File: config.mk
export PLATFORM = sky130hd
export DESIGN_NAME = bram_pixel_reader_flat
export DESIGN_NICKNAME = d
export VERILOG_FILES = /design/src/rtl/bram_pixel_reader_if.sv /design/src/rtl/bram_pixel_reader.sv /design/src/flat_wrapper.sv
export SDC_FILE = /design/constraint.sdc
export NUM_CORES = 1
export LEC_CHECK = 0
export ABC_AREA = 1
export CORE_MARGIN = 8
export CORE_UTILIZATION = 46
export DETAILED_ROUTE_END_ITERATION = 10
export PLACE_DENSITY = 0.84
export SYNTH_ARGS = -nofsm -noshare
export SYNTH_HDL_FRONTEND = slang
export SYNTH_SLANG_ARGS = --single-unit
File: constraint.sdc
create_clock -name clk -period 1.8 [get_ports clk]
set_input_delay 0.18 -clock clk [delete_from_list [all_inputs] [get_ports clk]]
set_output_delay 0.18 -clock clk [all_outputs]
set_load 0.02 [all_outputs]
File: src/rtl/bram_pixel_reader_if.sv
// Bus bundle for bram_pixel_reader: BRAM read port (addr/channel/data) plus the pixel stream.
// Stream rule: a pixel transfers on a rising edge where pix_valid && pix_ready; while pix_valid is
// high and pix_ready is low, pix_data/pix_last hold stable and pix_valid does not drop.
interface bram_pixel_reader_if #(
    parameter int ADDR_W = 19
);
    logic [ADDR_W-1:0] mem_addr;
    logic [1:0]        mem_channel;
    logic [7:0]        mem_data;
    logic              pix_valid;
    logic              pix_ready;
    logic [23:0]       pix_data;
    logic              pix_last;

    modport master (
        output mem_addr, mem_channel, pix_valid, pix_data, pix_last,
        input  mem_data, pix_ready
    );

    modport slave (
        input  mem_addr, mem_channel, pix_valid, pix_data, pix_last,
        output mem_data, pix_ready
    );
endinterface

File: src/rtl/bram_pixel_reader.sv
// Frame-scan reader: walks every pixel address, reads R/G/B from the image BRAM (1-cycle latency)
// and emits one packed {R,G,B} word per pixel on a valid/ready stream.
module bram_pixel_reader #(
    parameter int IMG_PIXELS = 76800,
    parameter int ADDR_W     = 19
) (
    input  logic       clk,
    input  logic       rst,
    input  logic       start,
    input  logic       abort,
    output logic       busy,
    output logic       done,
    output logic [2:0] dbg_state,
    bram_pixel_reader_if.master bus
);
    typedef enum logic [2:0] {
        IDLE   = 3'd0,
        REQ_R  = 3'd1,
        REQ_G  = 3'd2,
        REQ_B  = 3'd3,
        WAIT_B = 3'd4,
        OUT    = 3'd5
    } state_t;

    localparam logic [1:0]        CH_R      = 2'b01;
    localparam logic [1:0]        CH_G      = 2'b10;
    localparam logic [1:0]        CH_B      = 2'b00;
    localparam logic [ADDR_W-1:0] LAST_ADDR = ADDR_W'(IMG_PIXELS - 1);

    state_t            state, state_n;
    logic [ADDR_W-1:0] addr_q, addr_n;
    logic [1:0]        chan_q, chan_n;
    logic [7:0]        r_q, r_n, g_q, g_n;
    logic              pv_q, pv_n, pl_q, pl_n;
    logic [23:0]       pd_q, pd_n;
    logic              busy_q, busy_n, done_q, done_n;

    always_ff @(posedge clk or posedge rst) begin
        if (rst) begin
            state  <= IDLE;
            addr_q <= '0;
            chan_q <= CH_B;
            r_q    <= '0;
            g_q    <= '0;
            pv_q   <= 1'b0;
            pd_q   <= '0;
            pl_q   <= 1'b0;
            busy_q <= 1'b0;
            done_q <= 1'b0;
        end else begin
            state  <= state_n;
            addr_q <= addr_n;
            chan_q <= chan_n;
            r_q    <= r_n;
            g_q    <= g_n;
            pv_q   <= pv_n;
            pd_q   <= pd_n;
            pl_q   <= pl_n;
            busy_q <= busy_n;
            done_q <= done_n;
        end
    end

    // Each data capture takes the BRAM result of the channel presented one state earlier.
    always_comb begin
        state_n = state;
        addr_n  = addr_q;
        chan_n  = chan_q;
        r_n     = r_q;
        g_n     = g_q;
        pv_n    = pv_q;
        pd_n    = pd_q;
        pl_n    = pl_q;
        busy_n  = busy_q;
        done_n  = 1'b0;
        case (state)
            IDLE: begin
                if (start && !abort) begin
                    state_n = REQ_R;
                    addr_n  = '0;
                    chan_n  = CH_R;
                    busy_n  = 1'b1;
                end
            end
            REQ_R: begin
                state_n = REQ_G;
                chan_n  = CH_G;
            end
            REQ_G: begin
                r_n     = bus.mem_data;
                state_n = REQ_B;
                chan_n  = CH_B;
            end
            REQ_B: begin
                g_n     = bus.mem_data;
                state_n = WAIT_B;
            end
            WAIT_B: begin
                pd_n    = {r_q, g_q, bus.mem_data};
                pv_n    = 1'b1;
                pl_n    = (addr_q == LAST_ADDR);
                state_n = OUT;
            end
            OUT: begin
                if (pv_q && bus.pix_ready) begin
                    pv_n = 1'b0;
                    pl_n = 1'b0;
                    if (pl_q) begin
                        state_n = IDLE;
                        done_n  = 1'b1;
                        addr_n  = '0;
                        chan_n  = CH_B;
                        busy_n  = 1'b0;
                    end else begin
                        state_n = REQ_R;
                        addr_n  = addr_q + ADDR_W'(1);
                        chan_n  = CH_R;
                    end
                end
            end
            default: state_n = IDLE;
        endcase
        // Abort overrides both the stream handshake and any new start.
        if (abort && state != IDLE) begin
            state_n = IDLE;
            addr_n  = '0;
            chan_n  = CH_B;
            pv_n    = 1'b0;
            pl_n    = 1'b0;
            busy_n  = 1'b0;
            done_n  = 1'b0;
        end
    end

    assign bus.mem_addr    = addr_q;
    assign bus.mem_channel = chan_q;
    assign bus.pix_valid   = pv_q;
    assign bus.pix_data    = pd_q;
    assign bus.pix_last    = pl_q;
    assign busy            = busy_q;
    assign done            = done_q;
    assign dbg_state       = state;
endmodule

File: src/flat_wrapper.sv
// flat-port wrapper written by rule: the top's interface ports become plain ports
module bram_pixel_reader_flat 
#(
    parameter int IMG_PIXELS = 76800,
    parameter int ADDR_W     = 19
)
  (clk, rst, start, abort, busy, done, dbg_state, bus_mem_addr, bus_mem_channel, bus_pix_valid, bus_pix_data, bus_pix_last, bus_mem_data, bus_pix_ready);
  bram_pixel_reader_if #(.ADDR_W(ADDR_W)) bus_i ();
  input  logic clk;
  input  logic rst;
  input  logic start;
  input  logic abort;
  output logic busy;
  output logic done;
  output logic [2:0] dbg_state;
  output wire logic [$bits(bus_i.mem_addr)-1:0] bus_mem_addr;
  output wire logic [$bits(bus_i.mem_channel)-1:0] bus_mem_channel;
  output wire logic [$bits(bus_i.pix_valid)-1:0] bus_pix_valid;
  output wire logic [$bits(bus_i.pix_data)-1:0] bus_pix_data;
  output wire logic [$bits(bus_i.pix_last)-1:0] bus_pix_last;
  input wire logic [$bits(bus_i.mem_data)-1:0] bus_mem_data;
  input wire logic [$bits(bus_i.pix_ready)-1:0] bus_pix_ready;
  assign bus_mem_addr = bus_i.mem_addr;
  assign bus_mem_channel = bus_i.mem_channel;
  assign bus_pix_valid = bus_i.pix_valid;
  assign bus_pix_data = bus_i.pix_data;
  assign bus_pix_last = bus_i.pix_last;
  assign bus_i.mem_data = bus_mem_data;
  assign bus_i.pix_ready = bus_pix_ready;
  bram_pixel_reader #(.IMG_PIXELS(IMG_PIXELS), .ADDR_W(ADDR_W)) u_core (.clk(clk), .rst(rst), .start(start), .abort(abort), .busy(busy), .done(done), .dbg_state(dbg_state), .bus(bus_i));
endmodule
---- Word-level counts from Yosys, hierarchy flattened ----
Cells that the tools add are included.
storage, ports and cells
  input bits .............................. 13
  flip-flop bits (word level) ............. 68
operators by class
  equality and inequality tests ........... 9
  multiplexer cells ....................... 29
  reductions and logical operators ........ 14
  add/subtract/negate cells ............... 1
operators with widths
  kind                                                                      count
  19-bit two-way mux                                                        4
  19-bit case mux with 2 select lines                                       1
  19-bit by 1-bit adder with 19-bit output (second input constant)          1
  19-bit by 17-bit == test with 1-bit output (second input constant)        1
  3-bit case mux with 6 select lines                                        1
  1-bit two-way mux                                                         13
  3-bit two-way mux                                                         3
  3-bit by 1-bit inequality test with 1-bit output (second input constant)  3
  3-bit nonzero test                                                        3
  2-bit case mux with 4 select lines                                        1
  3-bit by 2-bit == test with 1-bit output (second input constant)          2
  3-bit == test (second input constant)                                     2
  2-bit two-way mux                                                         3
  1-bit case mux with 2 select lines                                        3
  3-bit AND reduction                                                       2
  5-bit nonzero test                                                        1
  2-bit AND reduction                                                       2
  4-bit AND reduction                                                       1
  3-bit by 1-bit == test with 1-bit output (second input constant)          1
  1-bit logical AND                                                         3
  3-bit zero test                                                           1
  1-bit zero test                                                           1

---- Depth between registers and ports, before layout ----
Gate-level depths: netlist of the first run.
  word-level depth ........................ 5
  mapped depth ............................ 10
  mapped depth without buffers ............ 10

---- Worst setup path after synthesis of the first run ----
No wires, ideal clock.
  kind .................................... reg-to-reg
  start ................................... register u_core.addr_q[0] (netlist: u_core.bus.mem_addr[0])
  end ..................................... register u_core.addr_q[14] (netlist: u_core.bus.mem_addr[14])
  stages on the path, launching flop included .. 10
  setup slack ............................. 0.135 ns
  arrival time ............................ 1.593 ns
  path buffers ............................ 0
  setup time .............................. 0.071 ns
  path through ............................ dfrtp_1 -> ha_1 -> nand2_1 -> nor2_1 -> nand3_1 -> nor2_1 -> nand4_1 -> nand2_1 -> inv_1 -> nor2_1
between the ends
  cells in the longest elaborated chain, start to end .. 5
RTL lines
  item                                      RTL line                  RTL
  start: declaration                        bram_pixel_reader.sv:31   logic [ADDR_W-1:0] addr_q, addr_n;
  start signal: assignment                  bram_pixel_reader.sv:52   addr_q <= addr_n;
  19-bit by 1-bit adder with 19-bit output  bram_pixel_reader.sv:116  addr_n = addr_q + ADDR_W'(1);
  19-bit two-way mux                        bram_pixel_reader.sv:108  if (pl_q) begin
  19-bit two-way mux                        bram_pixel_reader.sv:105  if (pv_q && bus.pix_ready) begin
  19-bit case mux with 2 select lines       bram_pixel_reader.sv:76   case (state)
  19-bit two-way mux                        bram_pixel_reader.sv:124  if (abort && state != IDLE) begin
Every way passes these cells. The select of a mux whose other input is x is not followed.
A chain may end at the register's enable or synchronous reset.

---- Final worst setup path of the first run ----
  start ................................... register u_core.state[0] (netlist: u_core.dbg_state[0])
  end ..................................... output dbg_state[0]
RTL lines
  item                      RTL line                 RTL
  start: declaration        bram_pixel_reader.sv:30  state_t state, state_n;
  start signal: assignment  bram_pixel_reader.sv:51  state <= state_n;
  end: declaration          flat_wrapper.sv:15       output logic [2:0] dbg_state;
No word-level cell between the ends.

==> results of run 1 <==
[metrics by stage]
stage | hold WS [ps] | power [µW]
2_1_floorplan | 253 | 3950
3_3_place_gp | 461 | 4970
3_5_place_dp | 470 | 5070
4_1_cts | 213 | 6500
5_1_grt | 236 | 6890
6_report | 212 | 6490
[layer usage]
layer | vias to the layer above | global-route usage (%)
li1 | 1367 | -
met1 | 1361 | 19.4
met2 | 89 | 27.9
met3 | 9 | 6.40
met4 | 0 | 7.55
met5 | - | 0
[cells by family after synthesis]
kind of cell	count (synthesis)
adders and majority gates	1
xor gates and xnor gates	1
buffers and inverters	54
and+or+nand+nor	197
DFF	68
AOI/OAI and AO/OA	57
[cells in the final DEF, fill, tap and decap left out, drive strengths merged]
master and count:
o21ai 43, a21oi 12, inv 44, dfrtp 68, o221ai 1, clkinv 4, clkbuf 9, buf 12
xor2 1, clkdlybuf4s50 64, a22o 1, nand4 10, clkinvlp 2, bufinv 2, nand3 22, nor4 1
nor2 44, nand2 112, ha 1, nor3 8
[report_power, final]
part           switching, µW  total, µW  internal (µW)
combinational           1660       2760           1100
sequential               291       2320           2030
clock                    616       1410            789
[flip-flops by register name, summed over array words and instances, names as in the netlist]
name,flops
u_core.busy,1
u_core.bus.mem_addr,19
u_core.bus.pix_last,1
u_core.dbg_state,3
u_core.done,1
u_core.g_q,8
u_core.bus.pix_valid,1
u_core.r_q,8
u_core.bus.pix_data,24
u_core.bus.mem_channel,2
[worst paths after layout]
path	from	end	slack, ps	cells after the start
worst min register to register	u_core.g_q[7]$_DFFE_PP0P_	u_core.bus.pix_data[15]$_DFFE_PP0P_	490	2
max in group asynchronous	rst	u_core.dbg_state[2]$_DFFE_PP0P_	1050	3
worst max-delay path	u_core.dbg_state[0]$_DFFE_PP0P_	dbg_state[0]	100	1
worst max register to register	u_core.dbg_state[0]$_DFFE_PP0P_	u_core.bus.mem_addr[16]$_DFFE_PP0P_	160	10
min in group clk	bus_mem_data[7]	u_core.g_q[7]$_DFFE_PP0P_	430	3
worst min-delay path	rst	u_core.bus.mem_addr[7]$_DFFE_PP0P_	210	2
[area by class of cell]
cell class	count	area share [%]
flip-flops and latches	68	41.1
inverters	45	4.23
clock inverters	7	2.38
repair buffers	76	18.2
clock buffers	9	2.99
multi-input cells	256	28.7
well taps	80	2.41
==> flow_summary.toml, run 1 <==
[global_routing]
grt_pass1_vias = 2959
overflow = 0
grt_first_pass_wirelength_um = 13400
grt_usage_pct = 17.1
grt_max_degree = 41
antenna_found_initial = 0

[floorplanning]
boundaryPins = 65
rows = 30
start_util_pct = 46.6
die_area_mm2 = 0.00961
die_h_um = 98.1
die_w_um = 98.1
placeableCoreArea_mm2 = 0.00664

[yosys]
synth_common_cells = "nand2_1 (112), dfrtp_1 (68), nor2_1 (42)"
synth_fa_ha_area_share_pct = 0.404
netlist_area_mm2 = 0.00310
syn_inst = 378
yosysMostFrequentCell = "nand2_1"
yosysTopAreaCellShare_pct = 54.9
synth.distinct_cells = 25
synth-edff-count = 0
synthMuxAreaShare_pct = 0
synth.largest_area_cell = "dfrtp_1"
yosys_warnings = 0
synthSimpleGateAreaFrac_pct = 27.7
synth_top_family_by_area = "simple AND/OR/NAND/NOR gates"
ys_ff_latch = 68
synth_area_leaders = "dfrtp_1 (55%), nand2_1 (14%), o21ai_0 (6.5%), nor2_1 (5.1%), inv_1 (4.7%)"
synth_nets = 392
post_synth_xor_area_fraction_pct = 0.283
ys.flop_type = "dfrtp_1"
avgSynthCellArea_um2 = 8.19
synth_seq_area_share_pct = 54.9
synth_compound_area_share_pct = 9.45
async_reset_ff_share_pct = 100

[clock_tree]
clockBufferDepth = 2
cts_max_level = 3
clk_pin_slew_ps = 80
holdBufCountCts = 0
cts_buffers = 9
root_buffer = "clkbuf_8"
clk_latency_ps = 340
cts_setup_buffers = 0
cts_resized = 0
clock_sinks = 68
cts_tree = "done"

[critical_path]
startpoint_type = "flop"
worst_path_largest_cell_delay_ps = 670
crit_type = "flop to output port"
critPathRequiredTime_ps = 1620
cp_top_family = "buffers and inverters"
crit_path_top_delay_cell = "clkdlybuf4s50_1"
path_cells = "clkdlybuf4s50_1"
worstPathArrival_ps = 1520
path_buf_inv = 1
end_kind = "output port"
path_max_fanout = 6

[timing]
finalCriticalPeriod_ps = 1700
final.setup.worst_slack_ps = 104
setup_viol = 0
fin_skew_ps = 8.51
hold_viol = 0
max_freq_ghz = 0.590
drv_slew = 0
worstMarginPinSlew_ps = 474
min_period_over_period_pct = 94.2
setup-tns-final_ps = 0
relSlewSlack_pct = 68.3
rsz0062_at_grt = "no"

[route]
viasPerCell = 5.22
wl_um = 7880
met1_length_um = 3270
first_iter_violations = 167
route.detailed.drc = 0
via_count = 2826
dr.pass1.iters = 5
routedWlPerCell_um = 14.6
met2_length_um = 3800
top_layer_used = "met4"
met3WireLength_um = 716
ant_nets = 0

[finish]
fin_util_pct = 62.4
final_area_mm2 = 0.00415
regArea_mm2 = 0.00170
nFillCells = 532
fin_cells = 541
layout.nets = 470
layout-drive-gt1-share_pct = 9.98
multi_input_area_mm2 = 0.00119
diodes = 0
syn_to_final_growth_pct = 33.9

[power_and_ir_drop]
p_leak_uw = 0.00193
peakVddDrop_uv = 1140
power_density_mw_per_mm2 = 1560

[placement]
placedCellCount = 525
routabilityCongestion = 0.971
dp_hpwl_um = 5570
post-place-ws_ps = 20.2
postPlaceCellArea_mm2 = 0.00390
port_buffers = 64

[outcome]
outcome = "finished clean"

[flow_run]
maxCapViolCount = 0

[min_path]
hp-class = "primary input to asynchronous set/reset pin"
No activity file was read; power rests on OpenSTA's default activity.
==> inputs of run 2 (changes only) <==
MAX_ROUTING_LAYER = met4   (was unset)
==> flow_summary.toml, run 2 (same netlist as run 1, synthesis figures left out) <==
[outcome]
outcome = "finished clean"

[min_path]
hp-class = "primary input to asynchronous set/reset pin"

[clock_tree]
cts_setup_buffers = 0
clockBufferDepth = 2
cts_tree = "done"
cts_max_level = 3
root_buffer = "clkbuf_8"
clk_latency_ps = 350
clock_sinks = 68
cts_buffers = 9
holdBufCountCts = 0
clk_pin_slew_ps = 80

[finish]
nFillCells = 535
syn_to_final_growth_pct = 33.6
fin_util_pct = 62.3
layout.nets = 471
final_area_mm2 = 0.00414
mostFrequentLayoutCell = "nand2_1"
final_cell_mix = "nand2_1 (112), dfrtp_1 (67), clkdlybuf4s50_1 (64)"
largest_reg_flops = 24
layout-drive-gt1-share_pct = 9.96
diodes = 0
fin_cells = 542

[critical_path]
path_max_fanout = 23
end_kind = "flop"
path_cells = "nor2_1 -> nand2_1 -> nand3_2 -> nand2_1 -> nor2_4 -> buf_12 -> nand3_1 -> nor2_1 -> nor2_1"
startpoint_type = "flop"
critPathRequiredTime_ps = 2040
worstPathArrival_ps = 1930
rr_startpoint = "u_core.dbg_state[0]$_DFFE_PP0P_"
crit_start = "u_core.dbg_state[0]$_DFFE_PP0P_"
ff2ff_setup_slack_ps = 110
crit_path_top_delay_cell = "dfrtp_1"
worst_path_largest_cell_delay_ps = 470
cp_top_family = "simple AND/OR/NAND/NOR gates"
regToRegEndpoint = "u_core.bus.mem_addr[9]$_DFFE_PP0P_"
path_buf_inv = 1
r2r_cells = 9
crit_type = "flop to flop"
cpMostUsedCell = "nor2_1"

[timing]
drv_slew = 0
hold_viol = 0
fin_skew_ps = 8.78
final.setup.worst_slack_ps = 112
setup_viol = 0
finalCriticalPeriod_ps = 1690
max_freq_ghz = 0.592
min_period_over_period_pct = 93.8
worstMarginPinSlew_ps = 467
relSlewSlack_pct = 68.8

[placement]
routabilityCongestion = 0.976
dp_hpwl_um = 5540
postPlaceCellArea_mm2 = 0.00391
port_buffers = 64
post-place-ws_ps = 35.0
placedCellCount = 526

[power_and_ir_drop]
pwr-share-clk_pct = 20.6
swShare_pct = 40.4
switching_power_uw = 2580
pwr-share-comb_pct = 43.3
power_density_mw_per_mm2 = 1540
p_leak_uw = 0.00193
intPower_uw = 3790
seq_power_share_pct = 36.1
peakVddDrop_uv = 1030

[floorplanning]
rows = 30
die_h_um = 98.1
start_util_pct = 46.6
placeableCoreArea_mm2 = 0.00664
boundaryPins = 65
die_w_um = 98.1
die_area_mm2 = 0.00961

[flow_run]
maxCapViolCount = 0

[global_routing]
grt_usage_pct = 17.4
grt_first_pass_wirelength_um = 13200
grt_max_degree = 41
antenna_found_initial = 0
overflow = 0
grt_pass1_vias = 2747

[route]
dr.pass1.iters = 4
via_count = 2777
first_iter_violations = 137
wl_um = 7800
route.detailed.drc = 0
routedWlPerCell_um = 14.4
ant_nets = 0
viasPerCell = 5.12
[run 2: cell count changes in the layout (fill, tap and decap cells not counted)]
cell and change:
nor2_2 -1, buf_4 +1, o21ai_1 +1, inv_6 +2, bufinv_16 -1, o21ai_0 -1
ha_1 +1, nor2_4 +1, ha_2 -1, clkinv_2 -1
[run 2: final cells by class]
cell class	instances	area (µm²)	share of cell area [%]
sequential	68	1700	41.2
multi-input combinational	256	1190	28.8
timing repair buffer	77	763	18.4
inverter	45	175	4.23
clock buffer	9	124	2.99
tap	80	100	2.42
clock inverter	7	81.3	1.97
[run 2: worst max-delay path by stage]
| stage | slack (ps) | to | cells past startpoint |
|---|---|---|---|
| final | 110 | u_core.bus.mem_addr[9]$_DFFE_PP0P_ | 9 |
| after global routing | -20 | u_core.bus.mem_addr[9]$_DFFE_PP0P_ | 9 |
| after CTS | 7 | u_core.bus.mem_addr[14]$_DFFE_PP0P_ | 9 |
| after detailed placement | 30 | u_core.bus.mem_addr[8]$_DFFE_PP0P_ | 10 |
| after global placement | 100 | u_core.bus.mem_addr[8]$_DFFE_PP0P_ | 10 |
| after floorplan | 140 | u_core.bus.mem_addr[14]$_DFFE_PP0P_ | 9 |
[run 2: repair_timing]
| item | in CTS | in global routing |
|---|---|---|
| endpoints found under the hold margin | 0 | 0 |
| endpoints found under the setup margin | 0 | 8 |
| resized for setup | 0 | 7 |
[run 2: worst register-to-register path, stage by stage (launching register included)]
cell and delay, ps:
dfrtp_1 470, nor2_1 220, nand2_1 120, nand3_2 110
nand2_1 90, nor2_4 110, buf_12 170, nand3_1 110
nor2_1 120, nor2_1 60
[run 2: power by group through the flow]
stage	clock (µW)	combinational (µW)	sequential (µW)
6_report	1310	2760	2300
5_1_grt	1400	3040	2360
4_1_cts	1340	2770	2290
3_5_place_dp	0	2740	2310
3_3_place_gp	0	2680	2290
2_1_floorplan	0	1300	2650
[run 2: metrics by stage]
stage / power (µW) / hold WS, ps / setup TNS (ps)
after CTS: 6400 / 205 / 0
final: 6370 / 200 / 0
after detailed placement: 5050 / 465 / 0
after global placement: 4970 / 462 / 0
after floorplan: 3950 / 253 / 0
after global routing: 6800 / 222 / -18.0
[run 2: routing by layer]
metal / part of all wire [%] / track usage, % / wire, µm / vias up
met5: 0 / - / 0 / -
met4: 1.4 / 5.16 / 109 / 0
met3: 6.7 / 5.69 / 524 / 14
met2: 47 / 27.1 / 3650 / 99
met1: 45 / 21.1 / 3520 / 1297
li1: - / - / - / 1367
==> inputs of run 3 (changes only) <==
--- a/config.mk
+++ b/config.mk
@@ -9,4 +9,5 @@
 export CORE_MARGIN = 8
 export CORE_UTILIZATION = 46
+export CTS_BUF_LIST = sky130_fd_sc_hd__clkbuf_16
 export DETAILED_ROUTE_END_ITERATION = 10
 export MAX_ROUTING_LAYER = met4
==> constraint.sdc (replaced) <==
create_clock -name clk -period 1.8 [get_ports clk]
set_input_delay 0.18 -clock clk [delete_from_list [all_inputs] [get_ports clk]]
set_output_delay 0.18 -clock clk [all_outputs]
set_load 0.1 [all_outputs]
==> flow_summary.toml, run 3 (same netlist as run 1, synthesis figures left out) <==
[power_and_ir_drop]
switching_power_uw = 4550
pwr-share-comb_pct = 53.0
power_density_mw_per_mm2 = 2070
pwr-share-clk_pct = 19.7
intPower_uw = 4020
swShare_pct = 53.1
seq_power_share_pct = 27.2
peakVddDrop_uv = 1700
p_leak_uw = 0.00202

[timing]
drv_slew = 0
max_freq_ghz = 0.603
rsz0062_at_grt = "no"
relSlewSlack_pct = 75.4
final.setup.worst_slack_ps = 143
worstMarginPinSlew_ps = 368
fin_skew_ps = 6.38
min_period_over_period_pct = 92.1
hold_viol = 0
finalCriticalPeriod_ps = 1660
setup-tns-final_ps = 0
setup_viol = 0

[floorplanning]
rows = 30
die_h_um = 98.1
die_area_mm2 = 0.00961
boundaryPins = 65
start_util_pct = 46.6
die_w_um = 98.1
placeableCoreArea_mm2 = 0.00664

[critical_path]
worst_path_largest_cell_delay_ps = 530
cpMostUsedCell = "nand3_2"
startpoint_type = "flop"
crit_path_top_delay_cell = "dfrtp_4"
end_kind = "flop"
crit_type = "flop to flop"
worstPathArrival_ps = 1880
path_max_fanout = 15
critPathRequiredTime_ps = 2020
path_cells = "nand3_2 -> clkinv_1 -> nand3_2 -> nand3_4 -> nor2_4 -> inv_4 -> o21ai_1 -> nor2_1"

[global_routing]
grt_pass1_vias = 2830
antenna_found_initial = 0
overflow = 0
grt_max_degree = 41
grt_first_pass_wirelength_um = 13100
grt_usage_pct = 17.5

[placement]
dp_hpwl_um = 5540
port_buffers = 64
placedCellCount = 525
routabilityCongestion = 0.941
post-place-ws_ps = 12.8
postPlaceCellArea_mm2 = 0.00384

[clock_tree]
clk_pin_slew_ps = 60
cts_max_level = 3
clock_sinks = 68
holdBufCountCts = 0
clk_latency_ps = 340
root_buffer = "clkbuf_16"
cts_buffers = 9
clockBufferDepth = 2
cts_setup_buffers = 0
cts_tree = "done"

[min_path]
hp-class = "primary input to asynchronous set/reset pin"

[route]
wl_um = 7770
routedWlPerCell_um = 14.4
viasPerCell = 5.15
via_count = 2788
first_iter_violations = 176
route.detailed.drc = 0
dr.pass1.iters = 4
ant_nets = 0

[outcome]
outcome = "finished clean"

[finish]
layout.nets = 470
largest_reg_flops = 24
nFillCells = 579
mostFrequentLayoutCell = "nand2_1"
layout-drive-gt1-share_pct = 24.9
final_area_mm2 = 0.00414
syn_to_final_growth_pct = 33.6
fin_cells = 541
final_cell_mix = "nand2_1 (112), buf_4 (60), dfrtp_1 (50)"
diodes = 0

[flow_run]
maxCapViolCount = 0
## run 3: changes by cell type in the layout (fill, tap and decap cells not counted), sizes merged
| cell | previous run | this run |
|---|---|---|
| buf | 13 | 64 |
| inv | 46 | 45 |
| bufinv | 1 | 0 |
| clkinv | 3 | 4 |
| clkinvlp | 2 | 3 |
| clkdlybuf4s50 | 64 | 12 |
## run 3: worst paths after layout
kind | start | endpoint | slack [ps] | depth (start not counted)
worst max-delay path | u_core.dbg_state[2]$_DFFE_PP0P_ | u_core.bus.mem_addr[12]$_DFFE_PP0P_ | 140 | 8
worst min-delay path | rst | u_core.bus.mem_addr[18]$_DFFE_PP0P_ | 180 | 2
worst max register to register | u_core.dbg_state[2]$_DFFE_PP0P_ | u_core.bus.mem_addr[12]$_DFFE_PP0P_ | 140 | 8
worst min register to register | u_core.bus.pix_data[19]$_DFFE_PP0P_ | u_core.bus.pix_data[19]$_DFFE_PP0P_ | 490 | 2
max in group asynchronous | rst | u_core.bus.mem_addr[0]$_DFFE_PP0P_ | 1120 | 3
min in group clk | bus_mem_data[1] | u_core.bus.pix_data[1]$_DFFE_PP0P_ | 440 | 3
## run 3: per-stage QoR
step | util (%) | hold slack, ps | power, µW
2_1_floorplan | - | 253 | 5830
3_3_place_gp | 57.7 | 467 | 6810
3_5_place_dp | 57.7 | 458 | 6890
4_1_cts | 62.0 | 188 | 8620
5_1_grt | 62.3 | 194 | 8990
6_report | 62.3 | 180 | 8560
## run 3: power groups by stage
stage | Clock, µW | Sequential (µW) | Combinational, µW
after detailed placement | 0 | 2340 | 4550
after floorplan | 0 | 4530 | 1310
after global routing | 1790 | 2380 | 4820
after global placement | 0 | 2330 | 4480
after CTS | 1710 | 2330 | 4570
final | 1690 | 2330 | 4540
## run 3: final cells by class
class,instances,area [µm²],share of cell area (%)
Clock buffer,9,225,5.44
Clock inverter,7,58.8,1.42
Inverter,45,175,4.23
Multi-Input combinational cell,256,1190,28.8
Sequential cell,68,1730,41.9
Tap cell,80,100,2.42
Timing Repair Buffer,76,651,15.7
## run 3: layer usage
layer	part of all wire, %	wire, µm	global-route usage [%]	up-vias
li1	-	-	-	1374
met1	45	3460	20.1	1309
met2	47	3630	27.4	90
met3	6.9	537	6.12	15
met4	1.9	146	7.07	0
met5	0	0	-	-
## run 3: repair_timing
item | CTS | global route
gates resized for setup | 0 | 4
hold endpoints to repair | 0 | 0
endpoints found under the setup margin | 0 | 4
## run 3: worst max-delay path, delay by kind of cell, from the launching register on
kind	cells	cell delay, ps
and+or+nand+nor	5	700
DFF	1	530
buffers and inverters	2	220
AOI/OAI and AO/OA	1	100
